--- config.mk ---
export PLATFORM = sky130hd
export DESIGN_NAME = universal_shift_reg
export DESIGN_NICKNAME = d
export VERILOG_FILES = /design/src/rtl/usr_pkg.sv /design/src/rtl/usr_next_val.sv /design/src/rtl/universal_shift_reg.sv
export SDC_FILE = /design/constraint.sdc
export NUM_CORES = 1
export LEC_CHECK = 0
export CELL_PAD_IN_SITES_DETAIL_PLACEMENT = 1
export CELL_PAD_IN_SITES_GLOBAL_PLACEMENT = 1
export CORE_MARGIN = 1.5
export CORE_UTILIZATION = 30
export DETAILED_ROUTE_END_ITERATION = 12
export PLACE_DENSITY = 0.7
export RECOVER_POWER = 100
export SYNTH_ARGS = -nofsm -noshare
export SYNTH_HDL_FRONTEND = slang
export SYNTH_SLANG_ARGS = --single-unit
--- constraint.sdc ---
create_clock -name clk -period 1.8 [get_ports clk]
set_input_delay 0.36 -clock clk [delete_from_list [all_inputs] [get_ports clk]]
set_output_delay 0.36 -clock clk [all_outputs]
set_load 0.01 [all_outputs]
--- src/rtl/usr_pkg.sv ---
// Shared definitions for the universal shift register.
// Holds the 3-bit operation encodings used on the mode port.
`timescale 1ns/1ps
package usr_pkg;

  localparam logic [2:0] MODE_HOLD = 3'd0;
  localparam logic [2:0] MODE_LOAD = 3'd1;
  localparam logic [2:0] MODE_SHL  = 3'd2;
  localparam logic [2:0] MODE_SHR  = 3'd3;
  localparam logic [2:0] MODE_ROTL = 3'd4;
  localparam logic [2:0] MODE_ROTR = 3'd5;
  localparam logic [2:0] MODE_ASHR = 3'd6;
  localparam logic [2:0] MODE_RSVD = 3'd7;

endpackage

--- src/rtl/usr_next_val.sv ---
// Combinational next-state datapath for universal_shift_reg.
// Ports:
//   mode     operation select
//   q        current register word
//   d        parallel load data
//   sin      serial input bit
//   q_nxt    word to register if the operation is performed
//   sout_nxt bit leaving the word (only meaningful when is_shift=1)
//   is_shift 1 for SHL/SHR/ROTL/ROTR/ASHR
`timescale 1ns/1ps
module usr_next_val
  import usr_pkg::*;
#(
  parameter int WIDTH = 8
) (
  input  logic [2:0]       mode,
  input  logic [WIDTH-1:0] q,
  input  logic [WIDTH-1:0] d,
  input  logic             sin,
  output logic [WIDTH-1:0] q_nxt,
  output logic             sout_nxt,
  output logic             is_shift
);

  always_comb begin
    q_nxt    = q;
    sout_nxt = 1'b0;
    is_shift = 1'b0;
    case (mode)
      MODE_LOAD: q_nxt = d;
      MODE_SHL: begin
        q_nxt    = {q[WIDTH-2:0], sin};
        sout_nxt = q[WIDTH-1];
        is_shift = 1'b1;
      end
      MODE_SHR: begin
        q_nxt    = {sin, q[WIDTH-1:1]};
        sout_nxt = q[0];
        is_shift = 1'b1;
      end
      MODE_ROTL: begin
        q_nxt    = {q[WIDTH-2:0], q[WIDTH-1]};
        sout_nxt = q[WIDTH-1];
        is_shift = 1'b1;
      end
      MODE_ROTR: begin
        q_nxt    = {q[0], q[WIDTH-1:1]};
        sout_nxt = q[0];
        is_shift = 1'b1;
      end
      MODE_ASHR: begin
        q_nxt    = {q[WIDTH-1], q[WIDTH-1:1]};
        sout_nxt = q[0];
        is_shift = 1'b1;
      end
      default: q_nxt = q;  // HOLD and the reserved encoding
    endcase
  end

endmodule

--- src/rtl/universal_shift_reg.sv ---
// WIDTH-bit universal register: hold, parallel load, logical shift,
// rotate and arithmetic shift right, with serial in/out and a modulo-WIDTH
// shift counter that pulses wrap after each completed full-word shift.
// Ports:
//   clk    rising-edge clock
//   rst_n  asynchronous active-low reset
//   en     operation enable
//   clr    synchronous clear (beats en and mode)
//   mode   operation select (usr_pkg encodings)
//   D      parallel load data
//   sin    serial input bit
//   Q      registered word
//   sout   bit shifted/rotated out by the last shift op
//   cnt    shift ops since last load/clear, modulo WIDTH
//   wrap   1-cycle pulse when cnt goes WIDTH-1 -> 0
`timescale 1ns/1ps
module universal_shift_reg
  import usr_pkg::*;
#(
  parameter int               WIDTH     = 8,
  parameter logic [WIDTH-1:0] RESET_VAL = '0,
  localparam int              CNT_W     = $clog2(WIDTH)
) (
  input  logic             clk,
  input  logic             rst_n,
  input  logic             en,
  input  logic             clr,
  input  logic [2:0]       mode,
  input  logic [WIDTH-1:0] D,
  input  logic             sin,
  output logic [WIDTH-1:0] Q,
  output logic             sout,
  output logic [CNT_W-1:0] cnt,
  output logic             wrap
);

  localparam logic [CNT_W-1:0] CNT_MAX = CNT_W'(WIDTH - 1);

  logic [WIDTH-1:0] q_nxt;
  logic             sout_nxt;
  logic             is_shift;

  usr_next_val #(.WIDTH(WIDTH)) u_next_val (
    .mode     (mode),
    .q        (Q),
    .d        (D),
    .sin      (sin),
    .q_nxt    (q_nxt),
    .sout_nxt (sout_nxt),
    .is_shift (is_shift)
  );

  always_ff @(posedge clk or negedge rst_n) begin
    if (!rst_n) begin
      Q    <= RESET_VAL;
      sout <= 1'b0;
      cnt  <= '0;
      wrap <= 1'b0;
    end else if (clr) begin
      Q    <= RESET_VAL;
      sout <= 1'b0;
      cnt  <= '0;
      wrap <= 1'b0;
    end else if (!en) begin
      wrap <= 1'b0;
    end else begin
      Q    <= q_nxt;
      wrap <= 1'b0;
      if (mode == MODE_LOAD) begin
        cnt <= '0;
      end else if (is_shift) begin
        sout <= sout_nxt;
        // explicit compare keeps cnt within 0..WIDTH-1 for non-power-of-two widths
        if (cnt == CNT_MAX) begin
          cnt  <= '0;
          wrap <= 1'b1;
        end else begin
          cnt <= cnt + 1'b1;
        end
      end
    end
  end

endmodule

### Word level (Yosys, flattened, before mapping)

Index checks and enable logic that the tools add are counted.

* output and inout port bits: 13
* bits in registers: 13

* equal/unequal tests: 9
* add/subtract/negate cells: 1
* multiplexer cells: 19
* reduce and logical (&&, ||, !) cells: 12

Operators with widths (count)
* $pmux 8 s6: 1
* $mux 8: 2
* $mux 3: 5
* $eq 3x3->1 const B: 4
* $mux 1: 10
* $reduce_bool 7->1: 1
* $eq 3x2->1 const B: 2
* $reduce_and 3->1: 2
* $reduce_bool 6->1: 1
* $reduce_or 5->1: 1
* $ne 2x2->1 const B: 2
* $reduce_and 2->1: 2
* $reduce_bool 2->1: 2
* $add 3x1->3 const B: 1
* $eq 3x1->1 const B: 1
* $reduce_bool 3->1: 1
* $reduce_or 3->1: 1
* $pmux 1 s2: 1
* $reduce_or 2->1: 1

### Depth between registers and ports, before layout

Gate-level depths: netlist (run 1).

* depth after elaboration: 7
* gate-level depth with buffers: 5
* depth with buffers taken out: 4

### Hierarchy

A second synthesis (run 1) with hierarchy kept.

* cell total of the unflattened synthesis: 98
* area, all modules: 1029.7 um2

By module, submodules not included
* universal_shift_reg: cells an instance 46, instances 1, sequential area each 325.3 um2, area an instance 591.8 um2
* usr_next_val: cells an instance 52, instances 1, sequential area each 0.0 um2, area an instance 437.9 um2

### Least setup slack after synthesis (run 1)

No wires, ideal clock.

* path kind: input port to flip-flop
* from: input port mode[2]
* to: register cnt[0]
* buffers on the path: 0
* data arrival time: 1291 ps
* data required time: 1675 ps
* setup slack: 384 ps
* stages on the path: 3
* cells stage by stage: o31a_1 > a21oi_4 > mux2_2

* word-level cells in the longest chain between the ends: 5
* elaborated cells between the ends (all ways): 13

RTL lines
* from (decl): line universal_shift_reg.sv:28 `input logic [2:0] mode,`
* $eq 3x2->1 or $eq 3x3->1 (tied branches): line usr_next_val.sv:29 `case (mode)`
* $reduce_or 5->1 (no line)
* $mux 1: line usr_next_val.sv:29
* $reduce_bool 3->1 (no line)
* $reduce_and 2->1 (no line)
* to (signal assigned): line universal_shift_reg.sv:78 `cnt <= cnt + 1'b1;`
* to (decl): line universal_shift_reg.sv:33 `output logic [CNT_W-1:0] cnt,`

Several ways; a longest one is shown, not always the timed one. The select of a mux whose other input is x is not followed.
A chain may end at the register's enable or synchronous reset.

### Worst setup path in the final report (run 1)

* from: register Q[6]
* to: output port Q[6]

RTL lines
* from (decl): line universal_shift_reg.sv:31 `output logic [WIDTH-1:0] Q,`
* from (signal assigned): line universal_shift_reg.sv:67 `Q <= q_nxt;`

No word-level cell between the ends.

==> results.txt, run 1 <==
Status - finished clean
WP data required - 1440 ps
Synth Register Bits - 13
Biggest cell delay along the critical path - 580 ps
RSZ-0062 raised after global routing - false
Fmax - 582 MHz
Global-route wire length before repair - 5260 microns
Routed WL per cell - 17.1 microns
CP arrival - 1360 ps
Initial antenna violation count - 0
Placed inst area - 0.00142 sq mm
Post-synthesis sequential area ratio - 32.8%
Fill cells - 387
Synthesized cell area - 992 sq um
Chip height - 60.5 microns
Yosys cell types - 35
ANT cells - 0
Vias in the first global route - 1084
Relative slew slack - 46.6%
Residual DRC count - 0
Most common library cells after synthesis - dfrtp_1 (13), nor2b_1 (7)
Final hold vios - 0
RePlAce Congestion - 0.845
CP Cell Sequence - clkdlybuf4s50_1
Crit path buf inv count - 1
Nets - 161
Final ANT Viol Nets - 0
CTS tree - yes
DR vias - 1025
Pin count of the biggest net entering global routing - 20
Final setup fails - 0
Synth area leaders - dfrtp_1 (33%), mux2_2 (6.8%), o41ai_1 (5.3%), a211oi_1 (4.5%), o211ai_1 (4.5%)
FF+latch area - 325 sq um
Num rows - 20
WL met3 - 177 microns
Top Family by Delay on Critical Path - buffers and inverters
Die ar. - 0.00366 sq mm
Post-Syn Area per Cell - 9.82 sq um
Share of layout cells above drive strength 1 - 21.1%
Number of synthesized flops with an enable pin - 0
Reg2reg start - cnt[0]
Die width - 60.5 microns
Post-CTS sizing - 0
DR top layer - met3
1st-pass router iterations - 4
Count leader, synth - dfrtp_1
Sink Count - 13
Worst clock skew - 5.56 ps
YS warnings - 0
Worst-margin pin slew - 802 ps
Crit Path Max Fanout - 6
Hold Crit Start - sout
Worst setup EP type - primary output
Final WL - 3180 microns
Fin crit share - 95.5%
Max Cap Viol - 0
Fin area - 0.00143 sq mm
Maximum vdd drop - 0.296 mV
Area Growth Syn to Fin - 43.9%
Cts hold-fix bufs - 0
GRT overflow - 0
Initial DRC Count - 42
Clock H-tree levels - 1
I/O Buffers - 28
Multi-input gate area - 604 sq um
Slowest CP cell - clkdlybuf4s50_1
Setup TNS Final - 0 ps
Setup crit start kind - register
Gr usage total - 19.3%
Worst Hold Class - reg -> reg
LEAKAGE - 0.596 nW
Met2 wire len - 1540 microns
Ports - 29
Hpwl dp - 2360 microns
Minimum clock period - 1720 ps
Post-synth top area share - 32.8%
Post-synthesis net count - 119
Setup CP Type - reg -> out
Area leader, netlist - dfrtp_1
Async SR Flop Fraction - 100%
Root buffer cell - clkbuf_4
Core ar. - 0.00310 sq mm
Clock buffer count from CTS - 3
Top FF cell, synth - dfrtp_1
Met1 WL - 1460 microns
Starting Density - 32.0%
Critical path origin - Q[6]
Slew Limit Fails - 0
Skew-Pair Late Insertion Delay - 290 ps
Clock transition at path regs - 90 ps
Mapped Cells - 101
Postcts setup bufs - 0
PwrDens - 620 mW/mm^2
Via density - 5.51
Worst-case clock buffer depth - 2
## report_power, final
part / internal, mW / leakage [nW] / switching, mW / total, mW
Combinational: 0.178 / 0.409 / 0.146 / 0.324
Clock: 0.0862 / 0.0150 / 0.113 / 0.199
Sequential: 0.323 / 0.172 / 0.0387 / 0.362
Total: 0.588 / 0.596 / 0.298 / 0.886
## path summary, 6_finish.rpt
path                          end  slack, ps  cells after the start
setup / recovery             Q[6]         80                      1
hold / removal               sout        550                      2
setup reg to reg           cnt[2]        420                      4
hold reg to reg              sout        550                      2
max in group asynchronous    Q[1]        640                      2
min in group asynchronous    Q[6]        660                      2
## placed cells by master, fill, tap and decap left out, types with 2 or more instances in the layout
cell,synthesis,routed
mux2_2,6,6
nor3b_1,4,4
o211ai_1,6,6
inv_1,2,2
o22ai_1,2,2
and2_1,4,4
o41ai_1,6,6
a211o_1,2,2
clkdlybuf4s50_1,0,18
nor2b_1,7,7
a311oi_1,2,2
dfrtp_1,13,13
mux2i_1,4,4
dlygate4sd3_1,0,10
o32ai_1,5,5
buf_4,3,15
nand3_1,2,2
clkbuf_4,0,4
a211oi_1,6,6
a21oi_1,2,2
ha_1,2,2
o31a_1,2,2
nor2_1,3,3
clkbuf_1,4,2
## cell families (layout without fill, tap and decap cells)
group	after synthesis	after routing	synth area share [%]
and+or+nand+nor	26	26	15.6
muxes	10	10	10.8
xor gates and xnor gates	1	1	0.883
buffers and inverters	11	52	5.55
DFF	13	13	32.8
AOI/OAI and AO/OA	38	38	31.8
adders and majority gates	2	2	2.52
## stage by stage
stage               total power, mW  util, %  hold slack, ps  worst slack [ps]  std cells
floorplan                     0.524        -            64.4               384        101
global placement              0.693     45.6             525              -137        182
detailed placement            0.705     45.6             541              -200        182
CTS                           0.905     46.5             379              73.0        186
global route                  0.940     46.0             575              19.1        186
finish                        0.886     46.0             551              81.8        186
## state kept, by name, indices dropped and copies added (netlist names)
register / cells
cnt: 3
sout: 1
wrap: 1
Q: 8
## layer usage
metal | vias up | GRT usage [%]
met5 | - | 0
met4 | 0 | 4.66
met3 | 0 | 2.77
met2 | 38 | 31.7
met1 | 501 | 26.9
li1 | 486 | -
## cell type report
| class | count | share of cell area, % |
|---|---|---|
| clock buffer | 4 | 1.84 |
| multi-input combinational | 77 | 42.3 |
| sequential | 13 | 22.8 |
| inverter | 2 | 0.526 |
| timing repair buffer | 46 | 28.7 |
| tap | 44 | 3.86 |
No activity file was read; power rests on OpenSTA's default activity.
==> inputs of run 2 (changes only) <==
--- a/config.mk
+++ b/config.mk
@@ -5,12 +5,13 @@
 export SDC_FILE = /design/constraint.sdc
 export NUM_CORES = 1
 export LEC_CHECK = 0
+export ABC_AREA = 1
 export CELL_PAD_IN_SITES_DETAIL_PLACEMENT = 1
 export CELL_PAD_IN_SITES_GLOBAL_PLACEMENT = 1
-export CORE_MARGIN = 1.5
+export CORE_MARGIN = 3
 export CORE_UTILIZATION = 30
 export DETAILED_ROUTE_END_ITERATION = 12
-export PLACE_DENSITY = 0.7
+export PLACE_DENSITY = 0.74
 export RECOVER_POWER = 100
 export SYNTH_ARGS = -nofsm -noshare
 export SYNTH_HDL_FRONTEND = slang
==> run 2 against run 1 <==
Net effect:
- worst hold slack worse by 11 ps
- via count increased by 27%
- register-to-register slack improved by 190 ps
- maximum frequency increased by 0.40%
- sequential share of layout area is 0.97 points lower
- cell count grew 35%
- largest cell class unchanged
- highest routed layer is now met4
==> results.txt, run 2 <==
DR vias - 1300 (+27%)
Top Family by Delay on Critical Path - buffers and inverters
Root buffer cell - clkbuf_4
Chip height - 66.1 microns (+9.2%)
Slowest CP cell - clkdlybuf4s50_1
YS warnings - 0 (unchanged)
Post-synthesis sequential area ratio - 30.0% (-2.8 points)
Fin crit share - 95.1% (-0.38 points)
Crit Path Max Fanout - 7 (+1)
Sink Count - 13 (unchanged)
Register with the most flip-flops - Q
RePlAce Congestion - 0.882 (+4.4%)
Sw Share - 35.1% (+1.5 points)
Setup crit start kind - register
Worst setup EP type - primary output
Final hold vios - 0 (unchanged)
Post-synthesis simple-gate area fraction - 54.2% (+39 points)
Synthesized cell area - 0.00108 sq mm (+9.2%)
Pre-CTS WS - -72.2 ps (+127 ps)
Largest regs - Q x8, cnt x3
Nets - 225 (+40%)
Max Cap Viol - 0 (unchanged)
Number of synthesized flops with an enable pin - 0 (unchanged)
Vias in the first global route - 1302 (+20%)
Ports - 29 (unchanged)
Cts hold-fix bufs - 0 (unchanged)
Proportion of synthesized area in mux cells - 0% (-11 points)
Max reg flops - 8 (unchanged)
Post-synth top area share - 30.0% (-2.8 points)
Final WL - 3490 microns (+9.9%)
Starting Density - 31.7% (-0.25 points)
Switch Pwr - 300 uW (+0.76%)
Final setup fails - 0 (unchanged)
LEAKAGE - 0.769 nW (+29%)
Post-Syn Area per Cell - 6.41 sq um (-35%)
Compound-Gate Fraction of Synth Area - 4.97% (-27 points)
Skew-Pair Late Insertion Delay - 270 ps (-20 ps)
Initial DRC Count - 58 (+38%)
Worst R2R Path Depth - 5 (+1)
Cell count along the critical path - 1 (unchanged)
Synth Area in XOR/XNOR - 0% (-0.88 points)
Hold Crit Depth - 2 (unchanged)
Final setup margin - 88.6 ps (+6.80 ps)
PwrDens - 573 mW/mm^2 (-7.7%)
Worst-case clock buffer depth - 2 (unchanged)
Final Power - 854 uW (-3.6%)
Clock transition at path regs - 80 ps (about the same)
Setup CP Type - reg -> out
Mapped Cells - 169 (+67%)
Worst clock skew - 0.415 ps (-5.15 ps)
Via density - 5.16 (-6.4%)
Die ar. - 0.00437 sq mm (+19%)
Fin area - 0.00149 sq mm (+4.5%)
Postcts setup bufs - 0 (unchanged)
Synth area leaders - dfrtp_1 (30%), nand2_1 (24%), nand4_1 (12%), nand3_1 (10%), nor2_1 (4.5%)
Pin count of the biggest net entering global routing - 15 (-25%)
Clk pwr share - 21.0% (-1.5 points)
Comb power frac - 36.2% (-0.4 points)
WP data required - 1440 ps (about the same)
Final ANT Viol Nets - 0 (unchanged)
Synth Register Bits - 13 (unchanged)
Largest family of logic cells by synthesized area - simple AND/OR/NAND/NOR gates
Area leader, netlist - dfrtp_1
Hpwl dp - 2810 microns (+19%)
RSZ-0062 raised after global routing - false
ANT cells - 0 (unchanged)
Initial antenna violation count - 0 (unchanged)
Worst hold margin - 540 ps (-11.1 ps)
Fmax - 584 MHz (+0.40%)
Biggest cell delay along the critical path - 590 ps (about the same)
Worst Hold Class - reg -> reg
Most frequent cells in the layout - nand2_1 (68), nand3_1 (22), nand4_1 (21)
Part of the power in registers - 42.9% (+2.0 points)
Residual DRC count - 0 (unchanged)
Placed inst area - 0.00148 sq mm (+4.5%)
CP Cell Sequence - clkdlybuf4s50_1
Slew Limit Fails - 0 (unchanged)
1st-pass router iterations - 4 (unchanged)
Clock H-tree levels - 1 (unchanged)
Post-CTS sizing - 0 (unchanged)
Util after Layout - 43.7% (-2.3 points)
Post-synthesis net count - 187 (+57%)
Core ar. - 0.00342 sq mm (+10%)
Count leader, synth - nand2_1
Top FF cell, synth - dfrtp_1
Num rows - 21 (+5.0%)
Async SR Flop Fraction - 100% (unchanged)
CP arrival - 1350 ps (about the same)
Most common cell after layout, fill and taps aside - nand2_1
Worst-margin pin slew - 750 ps (-52.0 ps)
Maximum vdd drop - 0.442 mV (+49%)
Clock buffer count from CTS - 3 (unchanged)
Crit path buf inv count - 1 (unchanged)
Global-route wire length before repair - 6100 microns (+16%)
Minimum clock period - 1710 ps (-6.80 ps)
Gr usage total - 17.8% (-1.5 points)
CTS tree - yes
GRT overflow - 0 (unchanged)
Area Growth Syn to Fin - 37.6%
Status - finished clean
Routed WL per cell - 13.8 microns (-19%)
Post-Synth Adder-Cell Area - 2.31% (-0.21 points)
Internal power - 554 uW (-5.7%)
I/O Buffers - 28 (unchanged)
Share of layout cells above drive strength 1 - 12.6% (-8.5 points)
Relative slew slack - 50.0% (+3.5 points)
Die width - 66.1 microns (+9.2%)
Yosys cell types - 20 (-43%)
Most common library cells after synthesis - nand2_1 (68), nand3_1 (22), nand4_1 (21), dfrtp_1 (13), nor2_1 (13)
-- run 2: power by group through the flow --
stage	logic [mW]	registers (mW)	clock network, mW
after global placement	0.315	0.372	0
after global routing	0.345	0.375	0.206
after detailed placement	0.323	0.373	0
after floorplan	0.145	0.377	0
final	0.309	0.366	0.179
after CTS	0.324	0.367	0.188
-- run 2: cell families after synthesis --
family	Yosys count
flops	13
buf+inv	16
simple gates	130
compound gates	8
fa+ha+maj	2
-- run 2: stage by stage --
step                      setup TNS [ps]  instances
after detailed placement            -253        248
final                                  0        252
after floorplan                        0        169
after global placement              -103        248
after global routing                   0        252
after CTS                              0        252
-- run 2: cell type report --
cell class,instances,area [sq um]
well taps,46,57.6
repair buffers,43,399
flip-flops and latches,13,325
multi-input cells,140,658
fillers,464,1920
clock buffers,4,26.3
inverters,6,25.0
-- run 2: per-layer routing --
layer	global-route usage [%]	vias up	share of wire [%]
li1	-	644	-
met1	25.0	633	49
met2	28.5	21	47
met3	1.70	2	3.3
met4	5.33	0	0.69
met5	0	-	0
-- run 2: final timing paths --
check | startpoint | endpoint | slack [ps]
worst max register to register | cnt[0] | cnt[0] | 610
max in group asynchronous | rst_n | cnt[1] | 670
worst min-delay path | cnt[1] | cnt[1] | 540
min in group asynchronous | rst_n | Q[4] | 660
worst max-delay path | Q[2] | Q[2] | 90
worst min register to register | cnt[1] | cnt[1] | 540
==> RTL change 1: new RTL, flow settings as in run 1 <==
Put one more register stage on the output `cnt`, with the module's reset. The value now appears one clock later. The other outputs are not delayed to match. Comments in the files are not updated.
--- a/src/rtl/universal_shift_reg.sv
+++ b/src/rtl/universal_shift_reg.sv
@@ -37,4 +37,6 @@
   localparam logic [CNT_W-1:0] CNT_MAX = CNT_W'(WIDTH - 1);
 
+  logic [CNT_W-1:0] cnt_s0;
+
   logic [WIDTH-1:0] q_nxt;
   logic             sout_nxt;
@@ -55,10 +57,10 @@
       Q    <= RESET_VAL;
       sout <= 1'b0;
-      cnt  <= '0;
+      cnt_s0 <= '0;
       wrap <= 1'b0;
     end else if (clr) begin
       Q    <= RESET_VAL;
       sout <= 1'b0;
-      cnt  <= '0;
+      cnt_s0 <= '0;
       wrap <= 1'b0;
     end else if (!en) begin
@@ -68,13 +70,13 @@
       wrap <= 1'b0;
       if (mode == MODE_LOAD) begin
-        cnt <= '0;
+        cnt_s0 <= '0;
       end else if (is_shift) begin
         sout <= sout_nxt;
         // explicit compare keeps cnt within 0..WIDTH-1 for non-power-of-two widths
-        if (cnt == CNT_MAX) begin
-          cnt  <= '0;
+        if (cnt_s0 == CNT_MAX) begin
+          cnt_s0 <= '0;
           wrap <= 1'b1;
         end else begin
-          cnt <= cnt + 1'b1;
+          cnt_s0 <= cnt_s0 + 1'b1;
         end
       end
@@ -82,4 +84,12 @@
   end
 
+  always_ff @(posedge clk or negedge rst_n) begin
+    if (!rst_n) begin
+      cnt <= '0;
+    end else begin
+      cnt <= cnt_s0;
+    end
+  end
+
 endmodule
 
Function: changed (a bounded check fails within 4 cycles, from zero or initial values and one cycle with rst_n low).
==> RTL change 1 against run 1 <==
- power increased by 16%
- sequential cell count increased by 3
- via count increased by 3.0%
- critical path type unchanged
- clock power increased by 29%
- hold slack got worse by 0.14 ns
- design area increased by 7.1%
- synthesized area increased by 9.0%
- highest routed layer is now met4
- global-route usage decreased by 2.1 points
- sequential power increased by 21%
- critical path depth unchanged
- routed wire length increased by 2.3%
- setup slack got worse by 0.024 ns
==> RTL change 1: results (changes against run 1) <==
[synth]
synthTopCellsByArea=dfrtp_1 37%, mux2_2 6.2%, mux2i_1 4.6%
synthCells=106  ; +5.0%
yosysWarnings=0  ; unchanged
syn_nets=124  ; +4.2%
yosysSeqAreaShare=0.370  ; +0.0425
ys_top_cells_by_count=16 x dfrtp_1, 6 x mux2_2, 6 x nor2b_1
ys_types=36  ; +2.9%

[drt]
drt-initial-drc-count=13  ; -69%
wl_per_cell_microns=16.8  ; -1.4%
viasPerCell=5.47  ; -0.71%
wl_microns=3250  ; +2.3%

[clock_network]
clk_pin_slew_worst_paths_ns=0.11  ; +0.02 ns
cts_buffers=3  ; unchanged
insertion_delay_ns=0.30

[sta]
clock_skew_ns=0.0116  ; +0.00600 ns
fin_ws_ns=0.0577  ; -0.0241 ns
tightestPinTransition_ns=0.913  ; +0.111 ns

[grt]
grt_pass1_wl_microns=5420  ; +3.0%
use_met2=0.273  ; -0.0442
grt_max_degree=17  ; -15%
antenna_found_initial=0  ; unchanged
met1_usage=0.239  ; -0.0302
use_met3=0.0378  ; +0.0101
grt_pass1_vias=1128  ; +4.1%
track_usage=0.171  ; -0.0213

[status]
outcome=finished clean

[place]
preCtsSetupSlack_ns=-0.185  ; +0.0148 ns
hpwl_microns=2410  ; +2.5%
gp_congestion=0.867  ; +2.6%
placed_cells=189  ; +3.8%

[finish]
drive_above_1_share=0.211  ; -0.000383
nNetsFinal=166  ; +3.1%
largestRegisters=Q: 8 flops, cnt: 3 flops, cnt_s0: 3 flops
fillers=397  ; +2.6%

[setup_path]
max_stage_delay_ns=0.58  ; about the same
critPathSlowestCell=clkdlybuf4s50_1
worstPathArrival_ns=1.38  ; +0.02 ns

[power]
p_leak_nw=0.653  ; +9.5%
irDropWorstVdd_mv=0.348  ; +18%

-- RTL change 1: metal layers --
metal  wire length, microns  vias to the layer above
li1                       -                      498
met1                   1570                      528
met2                   1530                       28
met3                    147                        2
met4                      5                        0
met5                      0                        -
-- RTL change 1: worst paths after layout --
check / cells past startpoint / start / endpoint
setup / recovery: 1 / Q[0] / Q[0]
hold / removal: 0 / cnt_s0[2] / cnt[2]
setup reg to reg: 4 / cnt_s0[0] / cnt_s0[2]
hold reg to reg: 0 / cnt_s0[2] / cnt[2]
max in group asynchronous: 2 / rst_n / Q[6]
min in group asynchronous: 2 / rst_n / Q[3]
-- RTL change 1: cell type report --
cell class	count	share of cell area
tap	46	0.0376
timing repair buffer	46	0.268
sequential	16	0.262
inverter	4	0.00982
clock buffer	4	0.0237
multi-input combinational	77	0.399
-- RTL change 1: power breakdown --
part | switching [mW] | internal (mW) | leakage (nW) | total (mW)
registers | 0.0400 | 0.399 | 0.212 | 0.439
clock network | 0.133 | 0.123 | 0.0210 | 0.256
logic | 0.149 | 0.179 | 0.420 | 0.327
total | 0.322 | 0.701 | 0.653 | 1.02
-- RTL change 1: cell families after synthesis --
group / count (synthesis) / share of synthesized area
AOI/OAI and AO/OA: 38 / 0.296
and+or+nand+nor: 25 / 0.135
DFF: 16 / 0.370
buffers and inverters: 13 / 0.0579
muxes: 11 / 0.109
adders and majority gates: 2 / 0.0231
xor gates and xnor gates: 1 / 0.00810
-- RTL change 1: per-stage QoR --
stage / hold WS [ns] / setup TNS (ns) / util
2_1_floorplan: 0.0644 / 0 / -
3_3_place_gp: 0.386 / -1.21 / 0.444
3_5_place_dp: 0.392 / -1.75 / 0.444
4_1_cts: 0.363 / 0 / 0.455
5_1_grt: 0.435 / 0 / 0.451
6_report: 0.413 / 0 / 0.451
==> RTL change 2: new RTL, flow settings as in run 1 <==
Without the edit above. `WIDTH` is set to 8 in 2 places; all go to 4.
--- a/src/rtl/usr_next_val.sv
+++ b/src/rtl/usr_next_val.sv
@@ -12,5 +12,5 @@
   import usr_pkg::*;
 #(
-  parameter int WIDTH = 8
+  parameter int WIDTH = 4
 ) (
   input  logic [2:0]       mode,
--- a/src/rtl/universal_shift_reg.sv
+++ b/src/rtl/universal_shift_reg.sv
@@ -18,5 +18,5 @@
   import usr_pkg::*;
 #(
-  parameter int               WIDTH     = 8,
+  parameter int               WIDTH     = 4,
   parameter logic [WIDTH-1:0] RESET_VAL = '0,
   localparam int              CNT_W     = $clog2(WIDTH)
Interface: changed (resized D, Q and cnt); port bits go from 29 to 20. No check against the original RTL was run, so the function may have changed too.
==> RTL change 2 against run 1 <==
- synthesized area shrank 35%
- power is 41% lower
- routed wire length fell by 42%
- setup slack better by 0.011 ns
- combinational power down 46%
- non-clock buffer count is 17 lower
- design area is 34% lower
- sequential cell count is 5 lower
- largest cell class unchanged
==> RTL change 2: results (changes against run 1) <==
[power]
p_clk_frac=0.275  ; +0.050
comb-power_mw=0.174  ; -46%
p_leak_nw=0.422  ; -29%
p_sw_mw=0.163  ; -45%
intPower_mw=0.363  ; -38%
irDropWorstVdd_mv=0.267  ; -9.5%

[setup_path]
path_max_fanout=6  ; unchanged
critPathSlowestCell=dlygate4sd3_1
max_stage_delay_ns=0.64  ; +0.06 ns
worstPathArrival_ns=1.35
path_delay_family=buffers and inverters

[synth]
synth_compound_area_frac=0.276  ; -0.0415
ys_top_cells_by_count=8 x dfrtp_1, 7 x a21oi_1, 7 x mux2i_1
synthTopCellsByArea=dfrtp_1 31%, mux2i_1 11%, a21oi_1 5.4%
synth_xor_area_frac=0.0136  ; +0.00479
ys_types=36  ; +2.9%
yosysWarnings=0  ; unchanged
synth_fa_ha_area_frac=0.0195  ; -0.00577
synthMuxAreaShare=0.144  ; +0.0355
yosysSeqAreaShare=0.311  ; -0.0166
ys_async_sr_fraction=1.00  ; unchanged
syn_nets=82  ; -31%

[grt]
grt_pass1_vias=712  ; -34%
antenna_found_initial=0  ; unchanged
grt_pass1_wl_microns=3170  ; -40%
track_usage=0.167  ; -0.0258
grt_max_degree=14  ; -30%

[drt]
dr.pass1.iters=4  ; unchanged
viasPerCell=5.32  ; -3.5%
drt-initial-drc-count=11  ; -74%
wl_microns=1850  ; -42%

[finish]
nNetsFinal=111  ; -31%
drive_above_1_share=0.177  ; -0.0342
largestRegisters=Q: 4 flops, cnt: 2 flops
antenna_cells=0  ; unchanged

[place]
gp_congestion=0.782  ; -7.4%
io_buffers=19  ; -32%
placed_cell_area_sq_um=916  ; -35%
hpwl_microns=1470  ; -37%

[clock_network]
clk_pin_slew_worst_paths_ns=0.06  ; -0.03 ns
cts-resized-gates=0  ; unchanged
cts_buffers=3  ; unchanged
post_cts_buffers=0  ; unchanged
h-tree-depth=1  ; unchanged
ctsHoldBuffers=0  ; unchanged
cts_root_buf=clkbuf_4
insertion_delay_ns=0.25  ; -0.04 ns
cts.path.max_buffers=2  ; unchanged

[status]
outcome=finished clean

[worst_hold_path]
hp-class=in2async

[sta]
slew-limit-headroom=0.726  ; +0.260
clock_skew_ns=0.00257  ; -0.00299 ns
tns_ns=0  ; unchanged

[flow_run]
maxCapViolCount=0  ; unchanged

-- RTL change 2: changes by cell type in the layout (fill, tap and decap cells not counted), moves of 6 or more --
| cell | change |
|---|---|
| o41ai_1 | -6 |
| o211ai_1 | -6 |
| a211oi_1 | -6 |
| clkdlybuf4s50_1 | -8 |
| mux2_2 | -6 |
| nor2b_1 | -6 |
| buf_4 | -7 |
-- RTL change 2: per-stage QoR --
stage / std cells / worst slack, ns
2_1_floorplan: 69 / 0.546
3_3_place_gp: 120 / -0.0227
3_5_place_dp: 120 / -0.0579
4_1_cts: 123 / 0.145
5_1_grt: 123 / 0.0506
6_report: 123 / 0.0925
-- RTL change 2: layer usage --
metal	part of all wire	global-route usage	routed length, microns	up-vias
li1	-	-	-	317
met3	0.020	0.0276	37	0
met2	0.48	0.270	895	8
met4	0	0.0476	0	0
met1	0.50	0.226	918	329
met5	0	0	0	-
-- RTL change 2: cells by family after synthesis --
kind of cell	after synthesis
AND/OR/NAND/NOR	20
XOR/XNOR	1
buffers and inverters	6
flip-flops	8
adder cells (fa/ha/maj)	1
multiplexers	9
AO/OA/AOI/OAI	24
-- RTL change 2: area by class of cell --
cell class	count	area, sq um
Clock buffer	3	22.5
Inverter	1	3.75
Sequential cell	8	200
Timing Repair Buffer	29	278
Fill cell	240	1040
Tap cell	27	33.8
Multi-Input combinational cell	55	400
-- RTL change 2: final timing paths --
| kind | start | to | slack [ns] | cells after the start |
|---|---|---|---|---|
| worst max-delay path | Q[1] | Q[1] | 0.09 | 1 |
| worst min register to register | sout | sout | 0.53 | 2 |
| min in group clk | sout | sout | 0.53 | 2 |
| max in group asynchronous | rst_n | Q[0] | 1.04 | 1 |
| worst min-delay path | rst_n | cnt[0] | 0.47 | 1 |
| worst max register to register | Q[1] | Q[0] | 0.55 | 3 |
